## src/rtl/mem_wb_stage.sv

```systemverilog
// rtl/mem_wb_stage.sv - MEM/WB pipeline register with write-back mux, halt latch and retire counter
module mem_wb_stage (
  input  logic        clk,
  input  logic        rst,
  input  logic        valid_in,
  input  logic        reg_write_in,
  input  logic        mem_to_reg_in,
  input  logic        pc_to_reg_in,
  input  logic        halt_in,
  input  logic [3:0]  dst_reg_in,
  input  logic [15:0] alu_result_in,
  input  logic [15:0] mem_data_in,
  input  logic [15:0] pc_plus2_in,
  input  logic        stall,
  input  logic        flush,
  output logic        wb_write_en,
  output logic [15:0] wb_write_onehot,
  output logic [3:0]  wb_dst_reg,
  output logic [15:0] wb_data,
  output logic        wb_valid,
  output logic        halted,
  output logic [15:0] retire_count
);

  logic        valid_q,      valid_d;
  logic        reg_write_q,  reg_write_d;
  logic        mem_to_reg_q, mem_to_reg_d;
  logic        pc_to_reg_q,  pc_to_reg_d;
  logic        halt_q,       halt_d;
  logic [3:0]  dst_q,        dst_d;
  logic [15:0] alu_q,        alu_d;
  logic [15:0] mem_q,        mem_d;
  logic [15:0] pc2_q,        pc2_d;
  logic        halted_q,     halted_d;
  logic [15:0] retire_q,     retire_d;

  always_comb begin
    valid_d      = valid_q;
    reg_write_d  = reg_write_q;
    mem_to_reg_d = mem_to_reg_q;
    pc_to_reg_d  = pc_to_reg_q;
    halt_d       = halt_q;
    dst_d        = dst_q;
    alu_d        = alu_q;
    mem_d        = mem_q;
    pc2_d        = pc2_q;
    // Flush only needs to kill valid; the remaining fields are don't-care.
    if (flush) begin
      valid_d = 1'b0;
    end else if (!stall) begin
      valid_d      = valid_in;
      reg_write_d  = reg_write_in;
      mem_to_reg_d = mem_to_reg_in;
      pc_to_reg_d  = pc_to_reg_in;
      halt_d       = halt_in;
      dst_d        = dst_reg_in;
      alu_d        = alu_result_in;
      mem_d        = mem_data_in;
      pc2_d        = pc_plus2_in;
    end
  end

  always_comb begin
    halted_d = halted_q | (valid_q & halt_q);
    retire_d = retire_q;
    // The entry is counted as it leaves, so a stalled entry retires only once.
    if (valid_q && !stall && !halted_q) begin
      retire_d = retire_q + 16'd1;
    end
  end

  always_ff @(posedge clk or negedge rst) begin
    if (!rst) begin
      valid_q      <= 1'b0;
      reg_write_q  <= 1'b0;
      mem_to_reg_q <= 1'b0;
      pc_to_reg_q  <= 1'b0;
      halt_q       <= 1'b0;
      dst_q        <= 4'd0;
      alu_q        <= 16'd0;
      mem_q        <= 16'd0;
      pc2_q        <= 16'd0;
      halted_q     <= 1'b0;
      retire_q     <= 16'd0;
    end else begin
      valid_q      <= valid_d;
      reg_write_q  <= reg_write_d;
      mem_to_reg_q <= mem_to_reg_d;
      pc_to_reg_q  <= pc_to_reg_d;
      halt_q       <= halt_d;
      dst_q        <= dst_d;
      alu_q        <= alu_d;
      mem_q        <= mem_d;
      pc2_q        <= pc2_d;
      halted_q     <= halted_d;
      retire_q     <= retire_d;
    end
  end

  always_comb begin
    if (pc_to_reg_q) begin
      wb_data = pc2_q;
    end else if (mem_to_reg_q) begin
      wb_data = mem_q;
    end else begin
      wb_data = alu_q;
    end
  end

  // A latched HLT never writes, and nothing writes once the core has halted.
  assign wb_write_en     = valid_q & reg_write_q & (dst_q != 4'd0) & ~halt_q & ~halted_q;
  assign wb_write_onehot = wb_write_en ? (16'h0001 << dst_q) : 16'h0000;
  assign wb_dst_reg      = dst_q;
  assign wb_valid        = valid_q;
  assign halted          = halted_q;
  assign retire_count    = retire_q;

endmodule

```

## config.mk

```make
export PLATFORM = sky130hd
export DESIGN_NAME = mem_wb_stage
export DESIGN_NICKNAME = d
export VERILOG_FILES = /design/src/rtl/mem_wb_stage.sv
export SDC_FILE = /design/constraint.sdc
export NUM_CORES = 1
export LEC_CHECK = 0
export ABC_AREA = 1
export CAP_MARGIN = 30
export CELL_PAD_IN_SITES_DETAIL_PLACEMENT = 0
export CELL_PAD_IN_SITES_GLOBAL_PLACEMENT = 1
export CORE_MARGIN = 2
export CORE_UTILIZATION = 30
export DETAILED_ROUTE_END_ITERATION = 16
export GPL_TIMING_DRIVEN = 0
export PLACE_DENSITY = 0.85
export SYNTH_ARGS = -nofsm -noshare
export SYNTH_HDL_FRONTEND = slang
export SYNTH_SLANG_ARGS = --single-unit
```

## constraint.sdc

```tcl
create_clock -name clk -period 1.3 [get_ports clk]
set_clock_uncertainty 0.15 [all_clocks]
set_input_delay 0.26 -clock clk [delete_from_list [all_inputs] [get_ports clk]]
set_output_delay 0.26 -clock clk [all_outputs]
set_load 0.1 [all_outputs]
```

==> results of run 1 <==
==> Yosys cell counts <==
cell,number
a211oi_1,1
mux2_2,18
o21ai_0,55
buf_2,9
buf_1,1
nor3_1,2
nor2_4,1
nand2_1,93
nor2_2,5
nand4_1,5
inv_1,53
buf_4,4
clkbuf_1,5
xnor2_1,3
o21ai_1,1
nand3_1,12
inv_2,2
or2_1,1
o211ai_1,16
nor2_1,28
dfrtp_1,74
conb_1,1
xor2_1,7
nand3_2,2
ha_1,1
buf_6,1
nor3_2,2
==> per-layer routing <==
metal | wire length [um] | part of all wire, %
met1 | 4610 | 43
met2 | 5400 | 50
met3 | 624 | 5.8
met4 | 103 | 0.96
met5 | 0 | 0
==> kinds of logic (layout without fill, tap and decap cells) <==
group           after synthesis  after routing  synth area share (%)
flops                        74             74                  52.5
simple gates                151            151                  18.3
xor+xnor                     10             10                  2.48
other cells                   1              1                 0.106
fa+ha+maj                     1              1                 0.355
buf+inv                      75            247                  8.94
compound gates               73             73                  11.6
mux                          18             18                  5.75
==> path summary, 6_finish.rpt <==
path,start,end,slack (ns)
max,halted,wb_write_onehot[13],-0.82
min,stall,wb_valid,0.06
max reg2reg,halted,retire_count[8],-0.33
min reg2reg,alu_q[4],alu_q[4],0.36
max in group asynchronous,rst,wb_dst_reg[2],0.19
min in group asynchronous,rst,retire_count[4],0.22
==> stage by stage <==
| stage | setup TNS, ns | area, um2 | util, % | power [mW] |
|---|---|---|---|---|
| detailed placement | -93.70 | 5430 | 47.3 | 5.95 |
| finish | -30.08 | 6830 | 59.6 | 9.26 |
| global placement | -313.95 | 5400 | 47.1 | 5.90 |
| global route | -34.34 | 6830 | 59.6 | 9.64 |
| floorplan | -23.11 | 4080 | - | 5.14 |
| CTS | -37.60 | 6780 | 59.1 | 9.26 |
==> power breakdown <==
group	total (mW)	leakage, nW	internal, mW	switching [mW]
Sequential	2.84	0.877	2.62	0.214
Combinational	3.83	1.90	1.50	2.32
Clock	2.60	0.154	1.56	1.04
==> what timing repair did <==
item / 4_1_cts / 5_1_grt
resized for setup: 520 / 34
endpoints found under the hold margin: 22 / 0
gates cloned: 3 / 1
pin swaps: 17 / 24
setup buffers: 39 / 6
hold buffers: 1 / 0
setup endpoints to repair: 121 / 101
==> cell type report <==
cell class,instances,share of cell area (%)
Timing Repair Buffer,157,30.5
Tap cell,143,2.62
Multi-Input combinational cell,254,27.3
Sequential cell,74,28.3
Inverter,55,3.31
Clock buffer,10,3.50
Clock inverter,6,1.03
Buffer,19,3.50
==> impl_metrics.ini, run 1 <==
[global_routing]
gr-usage-met3_pct = 4.70
top_usage_layer = met2
first_global_vias = 3544
grt_pass1_wl_um = 17800
grt_overflow = 0
antenna_found_initial = 0
use_met1_pct = 22.9
grt_usage_pct = 17.8
grt_max_degree = 53
gr-usage-met2_pct = 30.0

[timing]
hold_viol = 0
report.final.setup_viol = 70
max_freq_mhz = 471
worst_pin_slew_ns = 0.958
report.final.slew_viol_count = 0
slew_headroom_pct = 36.4
rsz0062_at_grt = true
fin_ws_ns = -0.822
fin_crit_ns = 2.12
post-route-period-util_pct = 163
whs_ns = 0.0584

[critical_path]
critPathArrivalTime_ns = 1.71
worst_r2r_path_depth = 8
critPathTopFamily = flip-flops
critPathSlowestCell = dfrtp_4
cp_max_fo = 8
cp_num_buf_inv = 3
crit_path_end_kind = output port
crit_chain = inv_4 -> nand4_1 -> or2_1 -> clkbuf_16 -> nor2_4 -> buf_12
crit_cells = 6
critPathKind = reg -> out
crit_required_ns = 0.89
cp-start-kind = flip-flop
slowest_delay_ns = 0.48

[outcome]
violations = setup timing
status = complete, but fails checks

[clock_tree]
clock_path_buffers = 2
htree_levels = 3
cts_made_buffers = 9
cts_tree = done
clkSinkCount = 74
insertion_delay_ns = 0.33
clkTransAtPathRegs_ns = 0.06
cts-root-buf = clkbuf_16

[drt]
drt_first_iter_violations = 148
ant_nets = 0
vias = 3336
drc = 0
wl_per_cell_um = 15.0
first_pass_iters = 4
drt_wl_total_um = 10700
viasPerCell = 4.65

[placement]
portBuffers = 114
dp_slack_ns = -1.48
gp_congestion = 0.780
dp.cells = 661
dp_hpwl_um = 7260

[layout]
final_nets = 632
instances_no_fill = 718
layout-drive-gt1-share_pct = 43.3
final_cell_mix = nand2_1, clkdlybuf4s50_1, buf_12
syn2layout_area_growth_pct = 93.8
fillCellCount = 919
final_common_cell = nand2_1
n_antenna_cell = 0
register_area_um2 = 1930
multi_input_comb_area_um2 = 1860

[synth]
avgSynthCellArea_um2 = 8.75
netlist_instances = 403
ys_types = 27
synth_seq_cells = 74
synth_nets = 465
yosys-top-cells-area = dfrtp_1, nand2_1, o21ai_0
synth_area_leader_cell = dfrtp_1
ys_warn_count = 0
ys_seq_area_share_pct = 52.5
syn_area_um2 = 3530
synth_top_area_share_pct = 52.5

[floorplanning]
start_util_pct = 30.7
num_rows = 39
die_x_um = 112
core-area_um2 = 11500
dieArea_um2 = 12600
io_pins = 116
die_h_um = 112

[pwr]
powerDensity_nw_per_um2 = 1360
static-leakage-power_nw = 2.93
peakVddDrop_mv = 1.49

[min_path]
min_path_cells = 2
hold_class = in -> reg

[run]
cap_violations = 0
(Power assumes the default switching activity.)
==> run 2: changes to the inputs <==
==> constraint.sdc (replaced) <==
create_clock -name clk -period 1.3 [get_ports clk]
set_clock_uncertainty 0.15 [all_clocks]
set_input_delay 0.195 -clock clk [delete_from_list [all_inputs] [get_ports clk]]
set_output_delay 0.195 -clock clk [all_outputs]
set_load 0.1 [all_outputs]
==> run 2 against run 1 <==
Compared with the run above: the flow finishes with violations (hold timing, setup timing); highest routed layer unchanged; final cell count decreased by 1.3%; critical path depth unchanged; sequential share of layout area increased by 0.25 points; sequential cell count unchanged; largest cell class unchanged; final area decreased by 0.93%; routed wire length decreased by 2.5%; via count decreased by 1.8%; register-to-register slack improved by 0.14 ns.
==> impl_metrics.ini, run 2 (same netlist as run 1, synthesis figures left out) <==
[floorplanning]
die_x_um = 112
core-area_um2 = 11500
start_util_pct = 30.7
num_rows = 39
die_h_um = 112
dieArea_um2 = 12600
io_pins = 116

[pwr]
p_seq_share_pct = 30.7
p_total_mw = 9.35
static-leakage-power_nw = 2.89
p_sw_mw = 3.56
clkPwrFrac_pct = 29.0
internal_power_mw = 5.79
powerDensity_nw_per_um2 = 1380
peakVddDrop_mv = 1.38
p_sw_share_pct = 38.1
combPwrFrac_pct = 40.3

[critical_path]
cp-start-kind = flip-flop
crit_required_ns = 0.95
startpoint = halted
cp_max_fo = 8
r2r-start = halted
critPathSlowestCell = dfrtp_4
slowest_delay_ns = 0.47
crit_path_end_kind = output port
critPathArrivalTime_ns = 1.70
crit_chain = inv_2 -> nand4_1 -> or2_1 -> clkbuf_16 -> nor2_4 -> buf_12
r2r_slack_ns = -0.19
critPathKind = reg -> out

[timing]
max_freq_mhz = 489
rsz0062_at_grt = true
whs_ns = -0.00466
hold_viol = 1
post-route-period-util_pct = 157
report.final.setup_viol = 69
fin_ws_ns = -0.747
fin_tns_setup_ns = -24.29
report.final.slew_viol_count = 0
fin_crit_ns = 2.05

[drt]
drt_first_iter_violations = 109
drc = 0
first_pass_iters = 4
wl_per_cell_um = 14.8
drt_wl_total_um = 10500
ant_nets = 0
vias = 3275
viasPerCell = 4.62

[run]
cap_violations = 0

[clock_tree]
cts_made_buffers = 9
cts-root-buf = clkbuf_16
clock_path_buffers = 2
cts_tree = done
htree_levels = 3
clkSinkCount = 74
insertion_delay_ns = 0.33
clkTransAtPathRegs_ns = 0.06

[placement]
dp_slack_ns = -1.44
dp_hpwl_um = 7250
portBuffers = 114
placed_area_um2 = 5430
gp_congestion = 0.786

[layout]
final_common_cell = nand2_1
finalInstanceArea_um2 = 6770
syn2layout_area_growth_pct = 92.0
n_antenna_cell = 0
final_nets = 623
layout-drive-gt1-share_pct = 42.0
final_cell_mix = nand2_1, clkdlybuf4s50_1, buf_12

[global_routing]
grt_pass1_wl_um = 17300
grt_max_degree = 51
antenna_found_initial = 0
grt_overflow = 0
grt_usage_pct = 17.2
first_global_vias = 3439

[min_path]
hold_path.startpoint = stall
hold_class = in -> reg

[outcome]
violations = hold timing, setup timing
status = complete, but fails checks
-- run 2: path summary, 6_finish.rpt --
path / endpoint / depth (start not counted)
worst min register to register: alu_q[12] / 1
worst max-delay path: wb_write_onehot[10] / 6
max in group asynchronous: wb_dst_reg[3] / 3
worst min-delay path: wb_valid / 2
min in group asynchronous: pc2_q[10] / 2
worst max register to register: retire_count[15] / 8
-- run 2: timing repair --
action	CTS	global route
setup buffers	19	12
pin swaps	15	20
gates resized for setup	516	32
endpoints found under the setup margin	121	83
gates cloned	2	0
endpoints found under the hold margin	24	0
hold buffers	1	0
-- run 2: routing by layer --
layer	wire length, um	GRT usage, %	share of wire [%]	vias to the layer above
met4	99	3.90	0.95	0
met1	4500	21.7	43	1564
met3	507	4.32	4.8	11
met2	5360	29.9	51	92
li1	-	-	-	1608
met5	0	0	0	-
-- run 2: cell type report --
type                            count  area (um2)
Fill cell                         939        4700
Timing Repair Buffer              148        1990
Sequential cell                    74        1930
Multi-Input combinational cell    254        1880
Buffer                             19         245
Clock buffer                        9         225
Inverter                           55         216
Tap cell                          143         179
Clock inverter                      7         100
-- run 2: power by group through the flow --
stage	clock network, mW	registers (mW)	logic, mW
after floorplan	0	3.28	1.85
after CTS	2.78	2.87	3.66
after detailed placement	0	2.88	3.07
after global routing	2.88	2.90	3.96
after global placement	0	2.86	3.03
final	2.71	2.87	3.77
-- run 2: critical path, delay by kind of cell (launching register included) --
| family | cells | cell delay (ns) |
|---|---|---|
| buffers and inverters | 3 | 0.43 |
| AND/OR/NAND/NOR | 3 | 0.46 |
| flip-flops | 1 | 0.47 |
-- run 2: per-stage QoR --
step	util, %	cells
after floorplan	-	403
after global placement	47.1	660
after detailed placement	47.3	661
after CTS	57.5	698
after global routing	59.0	709
final	59.0	709
==> run 3: changes to the inputs <==
--- a/config.mk
+++ b/config.mk
@@ -9,11 +9,12 @@
 export CAP_MARGIN = 30
 export CELL_PAD_IN_SITES_DETAIL_PLACEMENT = 0
 export CELL_PAD_IN_SITES_GLOBAL_PLACEMENT = 1
+export CORE_ASPECT_RATIO = 1.25
 export CORE_MARGIN = 2
 export CORE_UTILIZATION = 30
 export DETAILED_ROUTE_END_ITERATION = 16
 export GPL_TIMING_DRIVEN = 0
-export PLACE_DENSITY = 0.85
+export PLACE_DENSITY_LB_ADDON = 0.25
 export SYNTH_ARGS = -nofsm -noshare
 export SYNTH_HDL_FRONTEND = slang
 export SYNTH_SLANG_ARGS = --single-unit
==> run 3 against run 2 <==
Compared with the run above: worst hold slack better by 0.099 ns; sequential cell count is the same; the flow finishes with violations (setup timing); sequential share of layout area about the same; die area barely moved; worst setup slack worse by 0.018 ns; combinational power about the same; global-route usage about the same; critical path type unchanged; power is 0.96% higher; clock-buffer cell count up 1; maximum frequency down 0.89%; clock power rose by 4%; final cell count fell by 1.1%.
==> impl_metrics.ini, run 3 (same netlist as run 1, synthesis figures left out) <==
[outcome]
status = complete, but fails checks
violations = setup timing

[critical_path]
critPathSlowestCell = dfrtp_4
slowest_delay_ns = 0.47
crit_path_end_kind = output port
crit_required_ns = 0.95
critPathArrivalTime_ns = 1.72
critPathKind = reg -> out
cp-start-kind = flip-flop
cp_num_buf_inv = 3
cp_max_fo = 8
crit_chain = inv_2 -> nand4_1 -> or2_1 -> clkbuf_16 -> nor2_4 -> buf_12
critPathTopFamily = simple AND/OR/NAND/NOR gates

[global_routing]
grt_pass1_wl_um = 16800
grt_max_degree = 63
grt_usage_pct = 17.2
grt_overflow = 0
first_global_vias = 3446
antenna_found_initial = 0

[drt]
vias = 3265
wl_met2_um = 5540
drt_first_iter_violations = 88
wl_per_cell_um = 15.0
ant_nets = 0
drc = 0
wl_met3_um = 439
drt_wl_total_um = 10500
viasPerCell = 4.66
first_pass_iters = 4
dr.max_layer_used = met4
routedLengthMet1_um = 4360

[pwr]
static-leakage-power_nw = 2.87
clkPwrFrac_pct = 29.9
p_seq_share_pct = 30.4
powerDensity_nw_per_um2 = 1400
combPwrFrac_pct = 39.6
p_sw_share_pct = 36.6
p_total_mw = 9.44
internal_power_mw = 5.98
p_sw_mw = 3.46
peakVddDrop_mv = 0.841

[timing]
fin_tns_setup_ns = -24.84
report.final.setup_viol = 69
fin_crit_ns = 2.07
rsz0062_at_grt = true
hold_viol = 0
worst_pin_slew_ns = 0.957
max_freq_mhz = 484
report.final.slew_viol_count = 0
fin_ws_ns = -0.766
slew_headroom_pct = 36.5
post-route-period-util_pct = 159

[floorplanning]
dieArea_um2 = 12600
core-area_um2 = 11600
io_pins = 116
start_util_pct = 30.5
die_h_um = 125
die_x_um = 101
num_rows = 44

[placement]
dp.cells = 656
portBuffers = 114
dp_slack_ns = -1.43
gp_congestion = 0.754
dp_hpwl_um = 7380

[min_path]
hold_class = in -> reg

[clock_tree]
cts-root-buf = clkbuf_16
clock_path_buffers = 2
htree_levels = 3
insertion_delay_ns = 0.33
cts_made_buffers = 9
clkSinkCount = 74
cts_tree = done
clkTransAtPathRegs_ns = 0.05

[layout]
final_nets = 621
n_antenna_cell = 0
final_cell_mix = nand2_1, clkdlybuf4s50_1, buf_12
layout-drive-gt1-share_pct = 42.6
post-route-util_pct = 58.5
multi_input_comb_area_um2 = 1880
final_common_cell = nand2_1
syn2layout_area_growth_pct = 91.8
fillCellCount = 980
register_area_um2 = 1930
instances_no_fill = 701

[run]
cap_violations = 0
-- run 3: cell type report --
class                   count  share of cell area [%]
clock inverters             5                    1.52
repair buffers            147                    29.6
clock buffers              10                    3.53
flip-flops and latches     74                    28.6
well taps                 138                    2.55
multi-input cells         254                    27.8
inverters                  55                    3.13
plain buffers              18                    3.29
-- run 3: worst reg2reg max path: stages (launching register included) --
cell     delay (ns)
dfrtp_4        0.47
inv_2          0.06
buf_4          0.11
nand3_4        0.09
buf_6          0.14
nor2_4         0.12
nand2_4        0.08
xor2_1         0.13
inv_1          0.06
-- run 3: path summary, 6_finish.rpt --
check,start,slack [ns],cells after the start,to
max in group asynchronous,rst,0.29,3,retire_count[12]
min,flush,0.09,2,wb_valid
min in group asynchronous,rst,0.12,2,pc2_q[1]
max reg2reg,halted,-0.21,8,retire_count[7]
min reg2reg,alu_q[1],0.36,1,alu_q[1]
max,halted,-0.77,6,wb_write_onehot[8]
-- run 3: timing repair --
item                       in CTS  in global routing
resized for setup             496                 36
hold buffers                    1                  0
hold endpoints to repair       74                  0
cloned                          2                  0
setup buffers                  20                  9
pin swaps                      12                 21
setup endpoints to repair     121                 80
-- run 3: power by group through the flow --
stage | combinational (mW) | sequential, mW | clock (mW)
finish | 3.74 | 2.87 | 2.83
global route | 3.91 | 2.90 | 3.01
CTS | 3.67 | 2.87 | 2.91
detailed placement | 3.07 | 2.89 | 0
global placement | 3.04 | 2.88 | 0
floorplan | 1.85 | 3.28 | 0
-- run 3: per-layer routing --
metal / vias to the layer above / track usage (%)
met2: 85 / 30.0
met4: 0 / 6.20
met3: 12 / 3.47
li1: 1595 / -
met5: - / 0
met1: 1573 / 20.7
-- run 3: stage by stage --
| step | hold slack [ns] | area (um2) |
|---|---|---|
| 3_3_place_gp | 0.340 | 5390 |
| 2_1_floorplan | -0.251 | 4080 |
| 4_1_cts | 0.0807 | 6560 |
| 3_5_place_dp | -0.0851 | 5420 |
| 5_1_grt | 0.105 | 6760 |
| 6_report | 0.0946 | 6760 |
